[src/rtl/locker_ctrl.sv]
// Digital locker sequencer: collects a keypad PIN, checks it against
// a stored password, and handles lockout and password change.
module locker_ctrl #(
  parameter int          PW_LEN     = 4,
  parameter logic [15:0] DEFAULT_PW = 16'h1234,
  parameter int          MAX_FAIL   = 3,
  parameter int          OPEN_CYC   = 36_000_000,
  parameter int          LOCK_CYC   = 120_000_000
) (
  input  logic        clk,
  input  logic        rst,
  input  logic [3:0]  key_code,
  output logic        unlocked,
  output logic        lockout,
  output logic        err_pulse,
  output logic        ok_pulse,
  output logic [2:0]  digit_cnt,
  output logic [15:0] disp_bcd,
  output logic [1:0]  fail_cnt
);

  typedef enum logic [2:0] {
    S_LOCKED,
    S_CHECK,
    S_OPEN,
    S_SETPW,
    S_LOCKOUT
  } state_t;

  localparam logic [26:0] OPEN_LAST = 27'(OPEN_CYC - 1);
  localparam logic [26:0] LOCK_LAST = 27'(LOCK_CYC - 1);
  localparam logic [26:0] TMR_MAX   = '1;
  localparam logic [2:0]  LEN       = 3'(PW_LEN);
  localparam logic [1:0]  FAIL_MAX  = 2'(MAX_FAIL);
  localparam logic [16:0] MASK_W    =
    (17'd1 << (4 * PW_LEN)) - 17'd1;
  localparam logic [15:0] PW_MASK   = MASK_W[15:0];

  state_t      state_q, state_d;
  logic [3:0]  key_q;
  logic [26:0] tmr_q, tmr_d, tmr_inc;
  logic [15:0] buf_q, buf_d;
  logic [15:0] pw_q, pw_d;
  logic [2:0]  cnt_q, cnt_d;
  logic [1:0]  fail_q, fail_d, fail_inc;
  logic        unl_q, unl_d;
  logic        lk_q, lk_d;
  logic        err_q, err_d;
  logic        ok_q, ok_d;
  logic        ev, is_dig, is_star, is_hash;
  logic        match, entry_ok;

  assign ev      = (key_code != 4'd15) && (key_q == 4'd15);
  assign is_dig  = ev && (key_code <= 4'd9);
  assign is_star = ev && (key_code == 4'd10);
  assign is_hash = ev && (key_code == 4'd12);

  assign tmr_inc  = (tmr_q == TMR_MAX) ? tmr_q : tmr_q + 27'd1;
  assign fail_inc = fail_q + 2'd1;
  assign match    = (cnt_q == LEN) &&
                    (((buf_q ^ pw_q) & PW_MASK) == 16'd0);
  assign entry_ok = (state_q == S_LOCKED) ||
                    (state_q == S_OPEN) ||
                    (state_q == S_SETPW);

  always_comb begin
    state_d = state_q;
    tmr_d   = '0;
    buf_d   = buf_q;
    pw_d    = pw_q;
    cnt_d   = cnt_q;
    fail_d  = fail_q;
    err_d   = 1'b0;
    ok_d    = 1'b0;

    if (entry_ok) begin
      if (is_dig && (cnt_q < LEN)) begin
        buf_d = {buf_q[11:0], key_code};
        cnt_d = cnt_q + 3'd1;
      end
      if (is_star) begin
        buf_d = 16'hFFFF;
        cnt_d = 3'd0;
      end
    end

    unique case (state_q)
      S_LOCKED: begin
        if (is_hash) state_d = S_CHECK;
      end
      S_CHECK: begin
        buf_d = 16'hFFFF;
        cnt_d = 3'd0;
        if (match) begin
          ok_d    = 1'b1;
          fail_d  = 2'd0;
          state_d = S_OPEN;
        end else begin
          err_d = 1'b1;
          // The counter is cleared on lockout entry; lockout itself
          // is the record of the failed run.
          if (fail_inc == FAIL_MAX) begin
            fail_d  = 2'd0;
            state_d = S_LOCKOUT;
          end else begin
            fail_d  = fail_inc;
            state_d = S_LOCKED;
          end
        end
      end
      S_OPEN, S_SETPW: begin
        tmr_d = ev ? 27'd0 : tmr_inc;
        if (tmr_q == OPEN_LAST) begin
          tmr_d   = '0;
          buf_d   = 16'hFFFF;
          cnt_d   = 3'd0;
          state_d = S_LOCKED;
        end else if (is_hash) begin
          tmr_d = '0;
          buf_d = 16'hFFFF;
          cnt_d = 3'd0;
          if (state_q == S_OPEN) begin
            state_d = (cnt_q == 3'd0) ? S_SETPW : S_LOCKED;
          end else if (cnt_q == LEN) begin
            pw_d    = buf_q;
            ok_d    = 1'b1;
            state_d = S_OPEN;
          end else begin
            err_d = 1'b1;
          end
        end
      end
      S_LOCKOUT: begin
        tmr_d = tmr_inc;
        if (tmr_q == LOCK_LAST) begin
          tmr_d   = '0;
          fail_d  = 2'd0;
          state_d = S_LOCKED;
        end
      end
      default: state_d = S_LOCKED;
    endcase

    unl_d = (state_d == S_OPEN) || (state_d == S_SETPW);
    lk_d  = (state_d == S_LOCKOUT);
  end

  always_ff @(posedge clk) begin
    if (rst) begin
      state_q <= S_LOCKED;
      key_q   <= 4'd15;
      tmr_q   <= '0;
      buf_q   <= 16'hFFFF;
      pw_q    <= DEFAULT_PW;
      cnt_q   <= 3'd0;
      fail_q  <= 2'd0;
      unl_q   <= 1'b0;
      lk_q    <= 1'b0;
      err_q   <= 1'b0;
      ok_q    <= 1'b0;
    end else begin
      state_q <= state_d;
      key_q   <= key_code;
      tmr_q   <= tmr_d;
      buf_q   <= buf_d;
      pw_q    <= pw_d;
      cnt_q   <= cnt_d;
      fail_q  <= fail_d;
      unl_q   <= unl_d;
      lk_q    <= lk_d;
      err_q   <= err_d;
      ok_q    <= ok_d;
    end
  end

  assign unlocked  = unl_q;
  assign lockout   = lk_q;
  assign err_pulse = err_q;
  assign ok_pulse  = ok_q;
  assign digit_cnt = cnt_q;
  assign disp_bcd  = buf_q;
  assign fail_cnt  = fail_q;

endmodule

[config.mk]
export PLATFORM = sky130hd
export DESIGN_NAME = locker_ctrl
export DESIGN_NICKNAME = d
export VERILOG_FILES = /design/src/rtl/locker_ctrl.sv
export SDC_FILE = /design/constraint.sdc
export NUM_CORES = 1
export LEC_CHECK = 0
export ABC_AREA = 1
export BUFFER_PORTS_ARGS = -buffer_cell sky130_fd_sc_hd__buf_2
export CAP_MARGIN = 20
export CORE_ASPECT_RATIO = 0.5
export CORE_MARGIN = 5
export CORE_UTILIZATION = 35
export DETAILED_ROUTE_END_ITERATION = 8
export GPL_ROUTABILITY_DRIVEN = 0
export PLACE_DENSITY_LB_ADDON = 0.08
export SYNTH_ARGS = -nofsm -noshare
export SYNTH_HDL_FRONTEND = slang
export SYNTH_SLANG_ARGS = --single-unit
[constraint.sdc]
create_clock -name clk -period 1.94 [get_ports clk]
set_input_delay 0.194 -clock clk [delete_from_list [all_inputs] [get_ports clk]]
set_output_delay 0.194 -clock clk [all_outputs]
set_load 0.02 [all_outputs]
==> run_results.csv <==
group,metric,value,unit
run_status,status,"complete, no violations",
global_routing,track_usage,0.169,
hold_path,hold_path_class,"input pin to flop",
clocking,h-tree-depth,3,
timing,setup_viol,0,
clocking,cts_sinks,75,
clocking,cts_tree,"done",
flow_run,cap_violations,0,
timing,finalHoldViolCount,0,
routing,drt-initial-drc-count,160,
yosys,synth_warnings,0,
timing,worst_slack,0.119,ns
final_layout,drive_above_1_share,0.171,
worst_setup_path,crit_path_end_kind,"flop",
routing,drc,0,
pwr,vdd_drop_max,334,uV
yosys,syn_area_per_cell,6.72,um2
final_layout,diodes,0,
global_routing,grt_pass1_wl,20900,um
clocking,clkTransAtPathRegs,0.07,ns
final_layout,multi_input_area,2560,um2
timing,final.min_clock_period,1.82,ns
worst_setup_path,crit_path_max_fanout,17,
global_routing,antenna_found_initial,0,
yosys,synth_edf_count,0,
place,port_buffers,30,
clocking,cts_root_buf,"clkbuf_16",
worst_setup_path,regToRegSetupSlack,0.12,ns
place,detailedPlacementHpwl,9470,um
yosys,ys.flop_type,"dfxtp_1",
yosys,synthCells,662,
die,dieArea,15200,um2
final_layout,regArea,1500,um2
yosys,yosys_register_bits,75,
final_layout,nNetsFinal,717,
timing,fin_crit_sh,0.938,
yosys,synth_nets,671,
worst_setup_path,required,2.18,ns
yosys,synth_cell_type_count,40,
timing,worstMarginPinSlew,0.493,ns
yosys,synth.area.top_cells,"dfxtp_1 (34%), nand2_1 (15%), nor2_1 (7.8%)",
routing,routed_wl,12400,um
pwr,p_leak,2.25,nW
global_routing,grt_start_max_net_pins,22,
timing,fmax,549,MHz
final_layout,area_growth,15.6,%
routing,drt_first_pass_iters,5,
timing,slew_headroom,0.669,
yosys,synth_top_area_frac,0.337,
final_layout,fill_cells,1370,
routing,ant_nets,0,
yosys,syn-cell-area,4450,um2
yosys,ys_async_sr_fraction,0,
die,start_util,0.354,
die,row_count,29,
clocking,holdBufCountCts,0,
timing,hold_ws,0.104,ns
timing,rsz0062_at_grt,"true",
die,die_w,169,um
pwr,power_density,684,nW/um2
routing,vias,4193,
yosys,synthTopCellsByCount,"nand2_1 (173), nor2_1 (93), dfxtp_1 (75)",
die,core,12600,um2
place,dp_slack,0.0780,ns
global_routing,grt_overflow,0,
worst_setup_path,cp_data_arrival_time,2.06,ns
routing,avgViaCountPerCell,4.75,
clocking,clk_path_buf_depth,2,
worst_setup_path,cp-start-kind,"flop",
die,num_io_pins,31,
yosys,yosysSeqAreaShare,0.337,
die,fp.dieH,89.7,um
worst_setup_path,worstSetupPathType,"flop to flop",
timing,slew_violations,0,
clocking,clock_latency,0.34,ns
timing,fin_skew,0.00975,ns
yosys,synth_most_common_cell,"nand2_1",
yosys,yosysTopAreaCell,"dfxtp_1",
global_routing,grt_pass1_vias,4088,
routing,wl_per_cell,14.1,um
clocking,numCtsBuffers,9,
worst paths after layout:
kind | from | endpoint | cells after the start
hold reg to reg | pw_q[4]$_SDFFE_PP1P_ | pw_q[4]$_SDFFE_PP1P_ | 2
setup reg to reg | tmr_q[1]$_SDFF_PP0_ | digit_cnt[2]$_SDFF_PP0_ | 11
setup / recovery | tmr_q[1]$_SDFF_PP0_ | digit_cnt[2]$_SDFF_PP0_ | 11
hold / removal | key_code[2] | key_q[2]$_SDFF_PP1_ | 3
logic make-up (layout without fill, tap and decap cells):
group	after synthesis	in the layout	synth area share
adder cells (fa/ha/maj)	3	3	0.00844
AO/OA/AOI/OAI	64	64	0.0852
buffers and inverters	92	143	0.0894
flip-flops	75	75	0.337
XOR/XNOR	13	13	0.0256
AND/OR/NAND/NOR	415	415	0.454
placed cells by master, fill, tap and decap left out, types with 2 or more instances in the layout:
cell type   count
inv_1          67
buf_4          17
a21oi_1        28
o21ai_1         3
xor2_1          5
nand2_2        13
inv_6           2
nand4_1        25
nand2_4         4
clkinvlp_4      2
nand2_1       173
nor3_1         14
nor2_8          2
nor2_4          7
and3_1          2
nand3_1        49
nand4_4         2
inv_2           8
xnor2_1         8
nand3b_1       14
ha_1            3
nor2_2          9
nand3_2         4
clkbuf_16       9
dfxtp_1        75
clkinv_1        4
nor2_1         93
o21ai_0        20
clkinv_2        2
a21oi_2         4
o211ai_1        4
buf_2          30
per-stage QoR:
stage,std cells,setup TNS [ns],power (mW),util,instance area [um2]
floorplan,662,0,1.85,-,4450
global placement,866,0,1.96,0.385,4840
detailed placement,866,0,1.96,0.385,4840
CTS,882,0,3.56,0.407,5110
global route,883,-0.0243,3.66,0.410,5140
finish,883,0,3.52,0.410,5140
flip-flops by register name (all words and copies together) (netlist names):
name       flops
tmr_q         27
pw_q          16
ok_pulse       1
state_q        3
key_q          4
lockout        1
fail_cnt       2
unlocked       1
disp_bcd      16
err_pulse      1
digit_cnt      3
timing repair:
item,in CTS,in global routing
gates resized for setup,0,1
setup buffers,0,1
endpoints found under the setup margin,0,13
layout make-up:
type,instances,area share
Clock buffer,9,0.0438
Clock inverter,7,0.00997
Inverter,79,0.0577
Multi-Input combinational cell,495,0.497
Sequential cell,75,0.292
Tap cell,170,0.0414
Timing Repair Buffer,48,0.0579
critical path, cell delays in order (launching register included):
cell and delay [ns]:
dfxtp_1 0.35, ha_1 0.23, inv_2 0.09, nor2_8 0.17
nand2_8 0.10, nor2_4 0.14, nand2_4 0.11, nand2_2 0.13
o21ai_4 0.07, buf_12 0.16, nand2_1 0.10, nor2_1 0.06
metal layers:
| metal | wire length [um] | part of all wire | global-route usage |
|---|---|---|---|
| met1 | 6360 | 0.51 | 0.234 |
| met2 | 5580 | 0.45 | 0.269 |
| met3 | 263 | 0.021 | 0.0342 |
| met4 | 210 | 0.017 | 0.0449 |
| met5 | 0 | 0 | 0 |
power by group:
| part | switching (mW) | leakage, nW | internal, mW |
|---|---|---|---|
| clock network | 0.720 | 0.132 | 0.873 |
| registers | 0.0528 | 0.609 | 1.58 |
| logic | 0.191 | 1.51 | 0.108 |
| total | 0.963 | 2.25 | 2.56 |
Power figures use the tool's default switching activity.
